==> src/rtl/alu_result_stage.sv <==
// alu_result_stage
// Consumer end of the 6502 ALU. Registers the ALU result (with BCD correction
// in decimal mode), maintains the processor status register P, and feeds
// carry and decimal mode back to the ALU for the next operation.
module alu_result_stage #(
    parameter logic [7:0] RESET_P    = 8'h24,
    parameter bit         CMOS_FLAGS = 1'b1
) (
    input  logic       clk,
    input  logic       rst,
    input  logic       alu_valid,
    input  logic [2:0] op,
    input  logic [7:0] result,
    input  logic [7:0] operand,
    input  logic       of,
    input  logic       cout,
    input  logic       hcout,
    input  logic [2:0] flag_cmd,
    input  logic       p_load,
    input  logic [7:0] p_in,
    input  logic       brk_push,
    output logic [7:0] res_out,
    output logic       res_valid,
    output logic [7:0] p_out,
    output logic [7:0] p_push,
    output logic       carry,
    output logic       dec
);

    typedef enum logic [2:0] {
        OP_ADC    = 3'b000,
        OP_SBC    = 3'b001,
        OP_LOGIC  = 3'b010,
        OP_SHIFT  = 3'b011,
        OP_CMP    = 3'b100,
        OP_BIT    = 3'b101,
        OP_INCDEC = 3'b110,
        OP_PASS   = 3'b111
    } op_e;

    typedef enum logic [2:0] {
        FC_NONE = 3'b000,
        FC_CLC  = 3'b001,
        FC_SEC  = 3'b010,
        FC_CLI  = 3'b011,
        FC_SEI  = 3'b100,
        FC_CLV  = 3'b101,
        FC_CLD  = 3'b110,
        FC_SED  = 3'b111
    } flag_cmd_e;

    // Bit positions inside P = {N,V,1,B,D,I,Z,C}
    localparam int P_C = 0;
    localparam int P_Z = 1;
    localparam int P_I = 2;
    localparam int P_D = 3;
    localparam int P_B = 4;
    localparam int P_U = 5;
    localparam int P_V = 6;
    localparam int P_N = 7;

    // B never lives in the register; bit 5 always reads as one.
    localparam logic [7:0] P_RESET = {RESET_P[7:6], 2'b10, RESET_P[3:0]};

    op_e        op_code;
    flag_cmd_e  fc_code;
    logic [7:0] p_q;
    logic [7:0] p_alu;
    logic [7:0] p_next;
    logic [7:0] res_dec;
    logic [7:0] nz_src;
    logic       dec_adc;
    logic       dec_sbc;
    logic       lo_fix;
    logic       hi_fix;
    logic       c_adc;
    logic       unused_operand;

    assign op_code = op_e'(op);
    assign fc_code = flag_cmd_e'(flag_cmd);

    // Decimal correction applies only to ADC/SBC while P.D is set.
    assign dec_adc = p_q[P_D] && (op_code == OP_ADC);
    assign dec_sbc = p_q[P_D] && (op_code == OP_SBC);

    // BCD correction of the binary ALU result plus the decimal ADC carry.
    always_comb begin
        // NOTE: every signal driven here gets a default first, so no path
        // leaves it unassigned and no latch is inferred.
        res_dec = result;
        c_adc   = cout;
        lo_fix  = 1'b0;
        hi_fix  = 1'b0;
        if (dec_adc) begin
            lo_fix  = hcout || (result[3:0] > 4'd9);
            hi_fix  = cout || (result > 8'h99);
            res_dec = result + (lo_fix ? 8'h06 : 8'h00) + (hi_fix ? 8'h60 : 8'h00);
            c_adc   = cout || (result > 8'h99);
        end else if (dec_sbc) begin
            lo_fix  = !hcout;
            hi_fix  = !cout;
            res_dec = result - (lo_fix ? 8'h06 : 8'h00) - (hi_fix ? 8'h60 : 8'h00);
        end
    end

    // N/Z come from the corrected value on CMOS parts, the raw ALU value on NMOS.
    assign nz_src = CMOS_FLAGS ? res_dec : result;

    // Flag update implied by the completing ALU operation.
    always_comb begin
        p_alu = p_q;
        case (op_code)
            OP_ADC, OP_SBC: begin
                p_alu[P_N] = nz_src[7];
                p_alu[P_Z] = (nz_src == 8'h00);
                p_alu[P_V] = of;
                p_alu[P_C] = (op_code == OP_ADC) ? c_adc : cout;
            end
            OP_SHIFT, OP_CMP: begin
                p_alu[P_N] = nz_src[7];
                p_alu[P_Z] = (nz_src == 8'h00);
                p_alu[P_C] = cout;
            end
            OP_LOGIC, OP_INCDEC: begin
                p_alu[P_N] = nz_src[7];
                p_alu[P_Z] = (nz_src == 8'h00);
            end
            OP_BIT: begin
                p_alu[P_N] = operand[7];
                p_alu[P_V] = operand[6];
                p_alu[P_Z] = (result == 8'h00);
            end
            default: begin
                p_alu = p_q;
            end
        endcase
    end

    // Next P by priority: P_LOAD, then ALU flags, then a single-bit flag command.
    always_comb begin
        p_next = p_q;
        if (p_load) begin
            p_next = p_in;
        end else if (alu_valid) begin
            p_next = p_alu;
        end else begin
            case (fc_code)
                FC_CLC:  p_next[P_C] = 1'b0;
                FC_SEC:  p_next[P_C] = 1'b1;
                FC_CLI:  p_next[P_I] = 1'b0;
                FC_SEI:  p_next[P_I] = 1'b1;
                FC_CLV:  p_next[P_V] = 1'b0;
                FC_CLD:  p_next[P_D] = 1'b0;
                FC_SED:  p_next[P_D] = 1'b1;
                default: p_next = p_q;
            endcase
        end
        p_next[P_B] = 1'b0;
        p_next[P_U] = 1'b1;
    end

    // Result and status registers; reset drops any result in flight.
    always_ff @(posedge clk) begin
        // NOTE: state is updated with non-blocking assignments so every
        // register samples pre-edge values regardless of statement order.
        if (rst) begin
            p_q       <= P_RESET;
            res_out   <= 8'h00;
            res_valid <= 1'b0;
        end else begin
            p_q       <= p_next;
            res_valid <= alu_valid;
            if (alu_valid) begin
                res_out <= res_dec;
            end
        end
    end

    assign p_out  = p_q;
    assign p_push = {p_q[P_N], p_q[P_V], 1'b1, brk_push, p_q[P_D], p_q[P_I], p_q[P_Z], p_q[P_C]};
    assign carry  = p_q[P_C];
    assign dec    = p_q[P_D];

    // Only bits 7/6 of the memory operand matter (BIT).
    assign unused_operand = ^operand[5:0];

endmodule

==> config.mk <==
export PLATFORM = sky130hd
export DESIGN_NAME = alu_result_stage
export DESIGN_NICKNAME = d
export VERILOG_FILES = /design/src/rtl/alu_result_stage.sv
export SDC_FILE = /design/constraint.sdc
export NUM_CORES = 1
export LEC_CHECK = 0
export ABC_AREA = 1
export CORE_ASPECT_RATIO = 0.75
export CORE_MARGIN = 4
export CORE_UTILIZATION = 44
export CTS_CLUSTER_SIZE = 10
export DETAILED_ROUTE_END_ITERATION = 10
export GPL_TIMING_DRIVEN = 1
export PLACE_DENSITY = 0.83
export SYNTH_ARGS = -nofsm -noshare
export SYNTH_HDL_FRONTEND = slang
export SYNTH_SLANG_ARGS = --single-unit
==> constraint.sdc <==
create_clock -name clk -period 2.8 [get_ports clk]
set_input_delay 0.42 -clock clk [delete_from_list [all_inputs] [get_ports clk]]
set_output_delay 0.42 -clock clk [all_outputs]
set_load 0.05 [all_outputs]
Word level (Yosys, flattened, before mapping). Index checks and enable logic that the tools add are counted.

Flip-flop bits (word level): 17. Output and inout bits: 27. Logic and storage cells: 69.

$lt $le $gt $ge: 2. Mux-type cells: 18. Add/subtract/negate cells: 4. Eq/ne operators: 16. Reductions and logical operators: 21.

Operators with widths (number): 2-to-1 mux 8 bit (4); == test 3 bit (second input constant) (7); zero test 8 bit (2); 2-to-1 mux 7 bit (2); case mux 1 bit (2 select lines) (7); == test 3 x 2 -> 1 bit (second input constant) (4); nonzero test 3 bit (4); AND reduction 2 bit (5); adder 8 x 3 -> 8 bit (1); adder 8 x 7 -> 8 bit (1); greater-than comparator 8 bit (second input constant) (1); != test 4 x 1 -> 1 bit (second input constant) (2); subtractor 8 x 3 -> 8 bit (1); subtractor 8 x 7 -> 8 bit (1); == test 3 x 1 -> 1 bit (second input constant) (2); 2-to-1 mux 3 bit (2); OR reduction 6 bit (1); greater-than comparator 4 bit (second input constant) (1); nonzero test 4 bit (1); OR reduction 2 bit (2); zero test 3 bit (1); 2-to-1 mux 1 bit (3); logical AND 1 bit (2); logical OR 1 bit (2); other kinds (2) (2).

Longest topological paths before layout. Gate-level depths: netlist of run 1.

Depth in word-level cells: 10. Depth in mapped cells: 19. Mapped depth without buffers: 19.

Least setup slack after synthesis of run 1. Ideal clock, no wire load.

Kind: input to register. Start: input port result[0]. End: register p_q[1], in the netlist p_out[1]. Required time: 2.733 ns. Stages: 19. Library setup time: 0.067 ns. Buffers on the path: 0. Slack: 0.448 ns. Arrival time: 2.286 ns. Cells stage by stage: inv_1 ha_1 o21ai_0 nand2_1 nand2_1 ha_1 inv_1 fa_1 inv_1 nand4_1 nand2_1 nand2_1 nand3_1 nand2_1 nor2_1 nand3_1 nand2_1 nand2_1 a21oi_2.

Longest elaborated chain between the ends: 10.

RTL lines: start, declared (line 13) `input logic [7:0] result,`; greater-than comparator 4 bit (line 95) `lo_fix = hcout || (result[3:0] > 4'd9);`; logical OR 1 bit (line 95); 2-to-1 mux 3 bit (line 97) `res_dec = result + (lo_fix ? 8'h06 : 8'h00) + (hi_fix ? 8'h60 : 8'h00);`; adder 8 x 3 -> 8 bit (line 97); adder 8 x 7 -> 8 bit (line 97); 2-to-1 mux 8 bit (line 94) `if (dec_adc) begin`; zero test 8 bit (line 115, 121, 126); case mux 1 bit (2 select lines) (*) (line 112) `case (op_code)`; 2-to-1 mux 8 bit (*) (line 144) `end else if (alu_valid) begin`; 2-to-1 mux 8 bit (*) (line 142) `if (p_load) begin`; end signal, assigned (line 171) `p_q <= p_next;`; end, declared (line 67) `logic [7:0] p_q;`.

Mark *: on every way between the ends. The rest lies on a longest branch, timed or not. The select of a mux whose other input is x is not followed. A chain may end at the register's enable or synchronous reset.

Final worst setup path of run 1.
Start: input port result[6]. End: register p_q[1], in the netlist p_out[1].

Longest elaborated chain between the ends: 9.

RTL lines: greater-than comparator 8 bit (line 96) `hi_fix = cout || (result > 8'h99);`; logical OR 1 bit (line 96); 2-to-1 mux 7 bit (line 97); adder 8 x 7 -> 8 bit (line 97); 2-to-1 mux 8 bit (line 94); zero test 8 bit (line 115, 121, 126); case mux 1 bit (2 select lines) (*) (line 112); 2-to-1 mux 8 bit (*) (line 144); 2-to-1 mux 8 bit (*) (line 142).

Marks and branches as above.

==> metrics, run 1 <==
status finished, final reports clean; clk slew on worst S/H paths 0.07 ns; Hold WS 0.491 ns; Worst Hold End res_out[3]; Leak Pwr 1.14 nW; Syn Std Cell Area 0.00165 sq mm; clk_skew 0.00145 ns; CP Class primary input to flip-flop; crit path launch result[6]; # diodes 0; Worst setup EP type flip-flop; number of flops mapped to enable cells by yosys 0; clk sinks 15; most frequent cell after synthesis nand2_1; Seq/Total Area, Yosys 0.182; # IOs 65; layout cells sized above 1 0.113; fraction of registers with async set/reset 0; DRT Pass-1 Iters 4; crit path time final 2.55 ns; first-pass GRT wire length 7.49 mm; initial antenna violation count 0; CTS tree yes; Worst EP required 3.00 ns; Placement Cell Area 0.00223 sq mm; post-detail-place hpwl 3.61 mm; Max VDD drop 0.000329 V; final cell count without fillers 370; buffers added on ports 51; Die Width 78.7 microns; slew margin rel. 0.636; Hold Path Depth 2; Hold Vio Cnt, Final 0; Seq cells post-synth 15; drt total wl 4.51 mm; hold_buf cts 0; capturing point of the worst reg2reg path p_out[1]; global-route usage over all layers 0.193; Hold Startpoint res_out[3]; synthesis warning total 0; Max-cap violations 0; Final Setup Violations 0; Worst EP arrival 2.74 ns; R2R depth 10; Seq. cell area 300 sq um; post-route ant nets 0; H-Tree Depth 1; Clock Tree Buf Depth 2; commonest cells in the netlist nand2_1, inv_1, nor2_1; Synth top area share 0.182; full die area 0.00481 sq mm; Layout Nets 376; # DRC 0; highest clock rate 393 MHz; final slew viol count 0; via count 1831; top post-synthesis cells by area dfxtp_1, nand2_1, ha_1; Root Buffer clkbuf_8; Starting Density 0.479; GRT overflow 0; P&R area growth vs syn 40.2%; Post-Layout Inst Area 0.00232 sq mm; slowest CP cell clkdlybuf4s50_1; RSZ-0062 raised after global routing false; Netlist cell types 36; drt initial violations 63; CP cell instances clkdlybuf4s50_1, inv_1, ha_1, inv_1, ha_1, nand2_1, nand2_1, nor2_1, nand2_1, nand2_1, nand3_1, nand2_1, nand2_2, nor2_1, nand3_1, nand2_1, nand2_1, a21oi_2; Hold WC Path Type flip-flop to flip-flop; Post-Synthesis Mean Instance Area 6.26 sq um; Clock Latency Late Sink 0.25 ns; worst slew pin tran 0.544 ns; RD Place Congestion 0.929; synthesized instance count 264; dpl cells 365; cell taking the most area after synthesis dfxtp_1; delay-heaviest family, CP simple AND/OR/NAND/NOR gates; Tcrit/Tclk final 0.910; routed vias/inst 4.95; post-route setup TNS 0 ns; Top cell by count, worst path nand2_1; Finished Core Util 0.672; # rows 18; vias in the first global route 1722; Main synth FF type dfxtp_1; FF-to-FF Start p_out[3]; Chip Height 61.1 microns; # fillers 323; Bufs and invs on worst path 3; area of the multi-input gates 0.00109 sq mm; largest stage delay on the critical path 0.56 ns; Routed WL per cell 12.2 microns; core area 0.00345 sq mm; CP Max Fanout 3; Power Dens Cells 351 mW/mm^2; Critical Path Start Type primary input; largest net degree at the start of global routing 17; Reg2Reg Setup Slack 1.01 ns; cts bufs inserted 3
[flip-flops by register name, indices dropped and copies added (netlist names)]
| name | flops |
|---|---|
| res_out | 8 |
| res_valid | 1 |
| p_out | 6 |
[worst register-to-register path, delay by kind of cell, from the launching register on]
| family | cells | cell delay, ns |
|---|---|---|
| AO/OA/AOI/OAI | 2 | 0.21 |
| buffers and inverters | 1 | 0.18 |
| flip-flops | 1 | 0.45 |
| AND/OR/NAND/NOR | 7 | 0.88 |
[cells in the final DEF (no fill, tap or decap), drive strengths merged]
cell type,instances
a21boi,1
a21oi,12
a221oi,1
a31oi,3
buf,18
clkbuf,3
clkdlybuf4s50,49
clkinvlp,1
conb,3
dfxtp,15
dlymetal6s2s,2
fa,1
ha,16
inv,44
nand2,62
nand3,16
nand3b,2
nand4,4
nor2,28
nor3,6
nor4,1
o211ai,7
o21ai,17
o22ai,1
o311ai,1
o31ai,2
xnor2,1
xor2,3
[through the flow]
stage                     total power, W  setup slack, ns
after floorplan                 0.000494            0.448
after global placement          0.000612           -0.243
after detailed placement        0.000620           -0.304
after CTS                       0.000810           0.0244
after global routing            0.000862           0.0541
final                           0.000813            0.253
[power breakdown]
group	switching, W	internal [W]
sequential	0.0000100	0.000229
combinational	0.000233	0.000153
clock	0.0000866	0.000100
total	0.000330	0.000483
[layer usage]
| layer | wire [microns] | share of wire | global-route usage | up-vias |
|---|---|---|---|---|
| li1 | - | - | - | 949 |
| met4 | 39 | 0.0086 | 0.0399 | 0 |
| met3 | 339 | 0.075 | 0.0482 | 4 |
| met5 | 0 | 0 | 0 | - |
| met2 | 2120 | 0.47 | 0.345 | 63 |
| met1 | 2010 | 0.45 | 0.242 | 815 |
[timing repair]
action	4_1_cts	5_1_grt
gates resized for setup	1	9
buffers inserted	0	1
endpoints found under the setup margin	1	5
pin swaps	0	4
hold endpoints to repair	0	0
[area by class of cell]
| type | count | share of cell area |
|---|---|---|
| Multi-Input combinational cell | 188 | 0.470 |
| Timing Repair Buffer | 69 | 0.281 |
| Sequential cell | 15 | 0.130 |
| Inverter | 44 | 0.0713 |
| Tap cell | 50 | 0.0270 |
| Clock buffer | 3 | 0.0178 |
| Clock inverter | 1 | 0.00324 |
[kinds of logic after synthesis]
group,after synthesis,share of synthesized area
buffers and inverters,62,0.176
XOR/XNOR,4,0.0212
AND/OR/NAND/NOR,119,0.317
flip-flops,15,0.182
other,2,0.00455
adder cells (fa/ha/maj),17,0.133
AO/OA/AOI/OAI,45,0.167
[worst max path at each step]
stage | endpoint | depth (start not counted)
finish | p_out[1] | 18
global route | p_out[1] | 19
CTS | p_out[1] | 20
detailed placement | p_out[1] | 20
global placement | p_out[1] | 20
floorplan | p_out[1] | 19
No activity file was read; power rests on OpenSTA's default activity.
==> run 2, diff against run 1 <==
--- a/config.mk
+++ b/config.mk
@@ -7,7 +7,7 @@
 export LEC_CHECK = 0
 export ABC_AREA = 1
 export CORE_ASPECT_RATIO = 0.75
-export CORE_MARGIN = 4
+export CORE_MARGIN = 2
 export CORE_UTILIZATION = 44
 export CTS_CLUSTER_SIZE = 10
 export DETAILED_ROUTE_END_ITERATION = 10
==> run 2 against run 1 <==
Net effect:
- wire length decreased by 7.5%
- total power decreased by 2.5%
- utilization is 3.8 points lower
- clock power down 6%
- combinational power decreased by 2%
- design area is 0.49% lower
- largest cell class unchanged
- highest routed layer unchanged
==> metrics, run 2 (synthesis results as in run 1) <==
Die Width 74.7 microns (-5.1%); Chip Height 57.1 microns (-6.6%); status finished, final reports clean; drt initial violations 92 (+46%); # IOs 65 (unchanged); core area 0.00364 sq mm (+5.6%); most frequent cells in the layout nand2_1, clkdlybuf4s50_1, inv_1; drt total wl 4.18 mm (-7.5%); CP Max Fanout 3 (unchanged); CP Class primary input to flip-flop; cts bufs inserted 3 (unchanged); Clock Latency Late Sink 0.25 ns (about the same); CTS tree yes; highest clock rate 401 MHz (+2.1%); largest net degree at the start of global routing 17 (unchanged); via count 1832 (+0.055%); hold_buf cts 0 (unchanged); RD Place Congestion 0.906 (-2.5%); first-pass GRT wire length 6.82 mm (-8.9%); clk sinks 15 (unchanged); Routed WL per cell 11.2 microns (-8.0%); DRT Pass-1 Iters 4 (unchanged); Post-CTS Setup Repair Bufs 0 (unchanged); Max VDD drop 0.000363 V (+10%); most flop-heavy register res_out; Hold WC Path Type flip-flop to flip-flop; buffers added on ports 51 (unchanged); GRT overflow 0 (unchanged); most common cell after layout, fill and taps aside nand2_1; Bufs and invs on worst path 4 (+1); worst slew pin tran 0.511 ns (-0.0330 ns); Final Setup Violations 0 (unchanged); vias in the first global route 1616 (-6.2%); layout cells sized above 1 0.109 (-0.00313); Final WS setup 0.305 ns (+0.0521 ns); post-route ant nets 0 (unchanged); Clock Tree Buf Depth 2 (unchanged); delay-heaviest family, CP simple AND/OR/NAND/NOR gates; Leak Pwr 1.14 nW (+0.12%); Power Dens Cells 344 mW/mm^2 (-2.0%); Worst EP required 2.99 ns (about the same); largest stage delay on the critical path 0.37 ns (-0.19 ns); final slew viol count 0 (unchanged); Reg2Reg Setup Slack 1.01 ns (about the same); post-route setup TNS 0 ns (unchanged); clk_skew 0.00310 ns (+0.00165 ns); Hold Vio Cnt, Final 0 (unchanged); routed vias/inst 4.92 (-0.48%); # diodes 0 (unchanged); Worst setup EP type flip-flop; CP cell instances clkdlybuf4s15_1, inv_1, ha_1, o21ai_1, nand2_1, nand2_2, ha_2, inv_1, fa_2, inv_1, nand4_1, nand2_1, nand2_1, nand3_1, nand2_2, nor2_1, nand3_1, nand2_1, nand2_1, a21oi_2; P&R area growth vs syn 39.5%; post-detail-place hpwl 3.40 mm (-6.0%); Root Buffer clkbuf_8; Placement Cell Area 0.00224 sq mm (+0.45%); initial antenna violation count 0 (unchanged); pre-CTS WS -0.329 ns (-0.0257 ns); crit path time final 2.49 ns (-0.0521 ns); full die area 0.00426 sq mm (-11%); RSZ-0062 raised after global routing false; # fillers 349 (+8.0%); H-Tree Depth 1 (unchanged); final cell count without fillers 372 (+0.54%); Tcrit/Tclk final 0.891 (-0.0186); clk slew on worst S/H paths 0.06 ns (about the same); # DRC 0 (unchanged); Layout Nets 376 (unchanged); slew margin rel. 0.658 (+0.0221); Top cell by count, worst path nand2_1; Worst EP arrival 2.68 ns (-0.06 ns); Post-Layout Inst Area 0.00230 sq mm (-0.49%); slowest CP cell fa_2; global-route usage over all layers 0.203 (+0.00938); Starting Density 0.454 (-0.0252); dpl cells 368 (+0.82%); Max-cap violations 0 (unchanged); Critical Path Start Type primary input; # rows 19 (+1); max FFs per register 8 (unchanged)
## run 2: changes by cell type in the layout (fill, tap and decap cells not counted), sizes merged
cell           before  now
clkdlybuf4s50      49   48
clkbuf              3    4
clkinvlp            1    0
clkdlybuf4s15       0    1
## run 2: timing repair
| item | CTS | global route |
|---|---|---|
| endpoints found under the hold margin | 0 | 0 |
| setup endpoints to repair | 2 | 3 |
| gates resized for setup | 7 | 4 |
| pin swaps | 4 | 5 |
## run 2: per-layer routing
layer  wire (microns)  track usage  vias up  part of all wire
li1                 -            -      949                 -
met1             1880        0.271      818              0.45
met2             1970        0.338       61              0.47
met3              289       0.0442        4             0.069
met4               38       0.0408        0            0.0091
met5                0            0        -                 0
## run 2: final cells by class
type / count / area [sq um] / area share
clock buffer: 4 / 45.0 / 0.0195
multi-input combinational: 188 / 1080 / 0.468
tap: 52 / 65.1 / 0.0282
timing repair buffer: 69 / 651 / 0.282
sequential: 15 / 300 / 0.130
inverter: 44 / 165 / 0.0717
## run 2: tightest hold or removal path, cell delays in order (launching register included)
cell and delay (ns):
dfxtp_1 0.33, o211ai_1 0.08, inv_1 0.05
## run 2: report_power, final
group	switching [W]	leakage, nW	internal, W
registers	0.0000102	0.125	0.000230
logic	0.000228	0.993	0.000150
clock network	0.0000740	0.0228	0.000101
## run 2: per-stage QoR
step	util	hold WS, ns	power, W
after global routing	0.634	0.532	0.000847
final	0.634	0.492	0.000793
after global placement	0.616	0.468	0.000612
after detailed placement	0.616	0.476	0.000619
after floorplan	-	0.492	0.000494
after CTS	0.631	0.497	0.000797
## run 2: path summary, 6_finish.rpt
| path | end | cells past startpoint | start |
|---|---|---|---|
| setup / recovery | p_out[1] | 20 | result[0] |
| hold / removal | res_out[0] | 2 | res_out[0] |
| setup reg to reg | p_out[1] | 10 | p_out[3] |
| hold reg to reg | res_out[0] | 2 | res_out[0] |
